==> config.mk <==
export PLATFORM = sky130hd
export DESIGN_NAME = rv32_mem_arbiter
export DESIGN_NICKNAME = d
export VERILOG_FILES = /design/src/rtl/rv32_mem_arbiter_pkg.sv /design/src/rtl/rv32_rr_pick.sv /design/src/rtl/rv32_mem_arbiter.sv
export SDC_FILE = /design/constraint.sdc
export NUM_CORES = 1
export LEC_CHECK = 0
export CAP_MARGIN = 20
export CORE_AREA = 8 8 102 104
export DETAILED_ROUTE_END_ITERATION = 12
export DIE_AREA = 0 0 110 112
export PLACE_DENSITY_LB_ADDON = 0.12
export SETUP_SLACK_MARGIN = 0.4
export SYNTH_ARGS = -nofsm -noshare
export SYNTH_HDL_FRONTEND = slang
export SYNTH_SLANG_ARGS = --single-unit
==> constraint.sdc <==
create_clock -name clk -period 3.58 [get_ports clk]
set_clock_uncertainty 0.2 [all_clocks]
set_input_delay 0.716 -clock clk [delete_from_list [all_inputs] [get_ports clk]]
set_output_delay 0.716 -clock clk [all_outputs]
set_load 0.01 [all_outputs]
==> src/rtl/rv32_mem_arbiter_pkg.sv <==
// Shared definitions for the rv32 memory arbiter and its picker.
package rv32_mem_arbiter_pkg;

  typedef enum logic {
    BUS_RD = 1'b0,
    BUS_WR = 1'b1
  } bus_op_e;

  localparam int RD_LATENCY_MIN = 1;
  localparam int RD_LATENCY_MAX = 4;
  localparam int MAX_MASTERS    = 8;

  // Master ID width; a single master still carries a 1-bit ID.
  function automatic int id_width(input int n);
    return (n > 1) ? $clog2(n) : 1;
  endfunction

endpackage

==> src/rtl/rv32_rr_pick.sv <==
// Combinational one-hot picker: round-robin from a pointer, or fixed
// priority with index 0 highest.
module rv32_rr_pick
  import rv32_mem_arbiter_pkg::*;
#(
  parameter  int NUM_REQ   = 2,
  parameter  int PRIO_MODE = 0,
  localparam int IDX_W     = id_width(NUM_REQ)
) (
  input  logic [NUM_REQ-1:0] req,
  input  logic [IDX_W-1:0]   ptr,
  output logic [NUM_REQ-1:0] gnt,
  output logic [IDX_W-1:0]   gnt_idx
);

  int   cand;
  logic found;

  always_comb begin
    gnt     = '0;
    gnt_idx = '0;
    found   = 1'b0;
    cand    = 0;
    for (int i = 0; i < NUM_REQ; i++) begin
      cand = (PRIO_MODE != 0) ? i : int'(ptr) + i;
      if (cand >= NUM_REQ) cand = cand - NUM_REQ;
      if (!found && req[cand]) begin
        gnt[cand] = 1'b1;
        gnt_idx   = IDX_W'(cand);
        found     = 1'b1;
      end
    end
  end

endmodule

==> src/rtl/rv32_mem_arbiter.sv <==
// N-master to single-port memory arbiter: one access per cycle, reads
// returned to their issuer after RD_LATENCY cycles via a tag pipeline.
module rv32_mem_arbiter
  import rv32_mem_arbiter_pkg::*;
#(
  parameter  int NUM_MASTERS = 2,
  parameter  int ADDR_W      = 32,
  parameter  int DATA_W      = 32,
  parameter  int RD_LATENCY  = 1,
  parameter  int PRIO_MODE   = 0,
  localparam int ID_W        = id_width(NUM_MASTERS),
  localparam int BE_W        = DATA_W / 8
) (
  input  logic                          clk,
  input  logic                          reset_n,
  input  logic [NUM_MASTERS-1:0]        m_req,
  input  logic [NUM_MASTERS-1:0]        m_wr,
  input  logic [NUM_MASTERS*ADDR_W-1:0] m_addr,
  input  logic [NUM_MASTERS*DATA_W-1:0] m_wdata,
  input  logic [NUM_MASTERS*BE_W-1:0]   m_be,
  output logic [NUM_MASTERS-1:0]        m_gnt,
  output logic [NUM_MASTERS-1:0]        m_rvalid,
  output logic [DATA_W-1:0]             m_rdata,
  output logic                          mem_rd,
  output logic                          mem_wr,
  output logic [ADDR_W-1:0]             mem_addr,
  output logic [DATA_W-1:0]             mem_wdata,
  output logic [BE_W-1:0]               mem_be,
  input  logic [DATA_W-1:0]             mem_rdata
);

  typedef struct packed {
    logic            valid;
    logic [ID_W-1:0] id;
  } rd_tag_t;

  logic [NUM_MASTERS-1:0] req_live;
  logic [NUM_MASTERS-1:0] gnt;
  logic [ID_W-1:0]        gnt_idx;
  logic [ID_W-1:0]        ptr_q;
  logic                   any_gnt;
  bus_op_e                sel_op;

  rd_tag_t [RD_LATENCY-1:0] tag_q;

  // Requests are masked while in reset so nothing reaches the memory.
  assign req_live = m_req & {NUM_MASTERS{reset_n}};

  rv32_rr_pick #(
    .NUM_REQ   (NUM_MASTERS),
    .PRIO_MODE (PRIO_MODE)
  ) u_pick (
    .req     (req_live),
    .ptr     (ptr_q),
    .gnt     (gnt),
    .gnt_idx (gnt_idx)
  );

  assign any_gnt = |gnt;
  assign m_gnt   = gnt;

  always_ff @(posedge clk or negedge reset_n) begin
    if (!reset_n) begin
      ptr_q <= '0;
    end else if (any_gnt) begin
      ptr_q <= (gnt_idx == ID_W'(NUM_MASTERS - 1)) ? '0 : gnt_idx + ID_W'(1);
    end
  end

  always_comb begin
    sel_op    = BUS_RD;
    mem_addr  = '0;
    mem_wdata = '0;
    mem_be    = '0;
    for (int i = 0; i < NUM_MASTERS; i++) begin
      if (gnt[i]) begin
        sel_op    = bus_op_e'(m_wr[i]);
        mem_addr  = m_addr[i*ADDR_W +: ADDR_W];
        mem_wdata = m_wdata[i*DATA_W +: DATA_W];
        mem_be    = m_be[i*BE_W +: BE_W];
      end
    end
  end

  assign mem_rd = any_gnt && (sel_op == BUS_RD);
  assign mem_wr = any_gnt && (sel_op == BUS_WR);

  // One tag per cycle; the last stage lines up with mem_rdata.
  always_ff @(posedge clk or negedge reset_n) begin
    if (!reset_n) begin
      tag_q <= '0;
    end else begin
      tag_q[0] <= '{valid: mem_rd, id: gnt_idx};
      for (int i = 1; i < RD_LATENCY; i++) begin
        tag_q[i] <= tag_q[i-1];
      end
    end
  end

  always_comb begin
    m_rvalid = '0;
    if (tag_q[RD_LATENCY-1].valid) begin
      m_rvalid[tag_q[RD_LATENCY-1].id] = 1'b1;
    end
  end

  assign m_rdata = mem_rdata;

endmodule

==> results.toml <==
[critical_path]
required_ns = 2.66
start_kind = "input port"
cp.arrival_ns = 2.22
cp_max_fo = 10
end_kind = "primary output"
path_class = "in2out"

[clock_network]
clock_path_buffers = 2
hold_buffers = 0
root_buffer = "clkbuf_8"
cts.sinks = 3
path_clk_slew_ns = 0.03
clock_latency_ns = 0.21
htreeDepth = 1
cts_inserted_buffers = 3
cts_tree = "yes"

[synth]
synthesis.instances = 289
post-synth-top-count-cell = "nand2_1"
synth_edf_count = 0
synthArstFlopShare = 1.00
synth_area_leaders = "o22ai_2 (42%), nand2_1 (26%), buf_4 (12%)"
syn-cell-area_um2 = 2070
synth.largest_area_cell = "o22ai_2"
yosysWarningCount = 0
ys_types = 18
netlist.area_leader.share = 0.417
synth_nets = 463
syn_area_per_cell_um2 = 7.16
synth_common_cells = "nand2_1 (143), o22ai_2 (69), buf_4 (33), clkbuf_1 (11), buf_2 (10)"
ys.flop_type = "dfrtp_1"
seq_area_frac_synth = 0.0363
synth-seq-cells = 3

[place]
hpwl_mm = 7.47
gp_congestion = 0.735
io_buffers = 215
post_dp_cell_area_um2 = 4030
dp_cells = 564
place_ws_ns = 0.143

[floorplanning]
fp.coreArea_um2 = 8890
fp.dieArea_um2 = 12300
die_w_um = 110
initial_utilization = 0.233
die_h_um = 112
ioPinCount = 280
num_rows = 35

[routing]
vias = 2658
routed_wl_mm = 9.78
drcViolationCount = 0
wire_per_inst_um = 16.8
dr.pass1.iters = 4
ant_nets = 0
via_per_inst = 4.57
drtIter0Drc = 82

[timing]
worst_pin_slew_ns = 0.377
post-route-min-period_ns = 3.14
max_slew_margin = 0.748
min_period_over_period = 0.876
slew_viol_final = 0
hold_viol = 0
fin_setup_tns_ns = 0
rsz0062_at_grt = "yes"
max_freq_mhz = 319
setup_viol = 0
hold_slack_ns = 0.225
setup_ws_ns = 0.444

[finish]
postLayoutCoreUtil = 0.486
drive_gt1_frac = 0.221
finalInstanceArea_um2 = 4320
finalNetCount = 646
fin_cells = 582
area_delta_synth_final_pct = 109
diodes = 0

[global_routing]
grt_pass1_vias = 2644
antenna_found_initial = 0
grt_pass1_wl_mm = 13.7
grt_overflow = 0
grt_max_degree = 47
grtUsageTotal = 0.136

[pwr]
power_mw = 0.751
p_leak_nw = 2.37
powerDensity_nw_per_um2 = 174
ir_drop_v = 0.0000784

[worst_hold_path]
hold_path.class = "in2async"

[outcome]
outcome = "completed"

[run]
cap_violations = 0
[layout make-up]
class                      instances  area (µm²)
clock buffer                       4        45.0
fill                             870        4570
inverter                           1        3.75
multi-input combinational        223        1490
sequential                         3        75.1
tap                              111         139
timing repair buffer             240        2560
[metal layers]
layer / vias up / routed length [µm] / track usage
met5: - / 0 / 0
met3: 14 / 1100 / 0.0543
met4: 0 / 112 / 0.0297
met1: 1207 / 3580 / 0.140
li1: 1313 / - / -
met2: 124 / 5000 / 0.246
[report_power, final]
group / internal, mW / total, mW / leakage (nW) / switching (mW)
Clock: 0.0759 / 0.0970 / 0.0228 / 0.0212
Sequential: 0.0380 / 0.0424 / 0.0386 / 0.00443
Combinational: 0.357 / 0.611 / 2.30 / 0.254
[flip-flops by register name, indices dropped and copies added, names as in the netlist]
signal	flops
tag_q	2
ptr_q	1
[repair_timing]
action,in CTS,in global routing
endpoints found under the hold margin,0,0
setup endpoints to repair,70,70
gates cloned,0,3
buffers inserted,2,9
pin swaps,1,1
resized for setup,28,48
[layout by cell type, fill, tap and decap left out, drive strengths merged]
cell type / instances
nand2: 144
o22ai: 69
dfrtp: 3
dlygate4sd2: 26
o21ai: 1
inv: 1
a21oi: 1
clkdlybuf4s50: 143
dlymetal6s2s: 44
nor2b: 2
buf: 24
clkbuf: 7
nand2b: 2
o32ai: 1
and2: 1
nor2: 2
[path summary, 6_finish.rpt]
check	start	slack, ns	end	cells after the start
max	m_req[0]	0.44	mem_addr[26]	7
min	reset_n	0.23	tag_q[1]$_DFF_PN0_	1
max reg2reg	ptr_q$_DFFE_PN0P_	2.16	tag_q[1]$_DFF_PN0_	4
min reg2reg	ptr_q$_DFFE_PN0P_	0.41	ptr_q$_DFFE_PN0P_	2
max in group asynchronous	reset_n	2.49	ptr_q$_DFFE_PN0P_	2
min in group clk	ptr_q$_DFFE_PN0P_	0.41	ptr_q$_DFFE_PN0P_	2
[worst max-delay path, cell delays in order]
cell             delay [ns]
clkdlybuf4s50_1        0.47
nor2b_4                0.16
nand2b_4               0.23
clkbuf_16              0.19
buf_4                  0.17
o22ai_2                0.09
dlymetal6s2s_1         0.18
[logic make-up (layout without fill, tap and decap cells)]
group,count (synthesis),in the layout,synth area share
AO/OA/AOI/OAI,72,72,0.430
buffers and inverters,64,245,0.250
flip-flops,3,3,0.0363
AND/OR/NAND/NOR,150,151,0.283
Power figures use the tool's default switching activity.
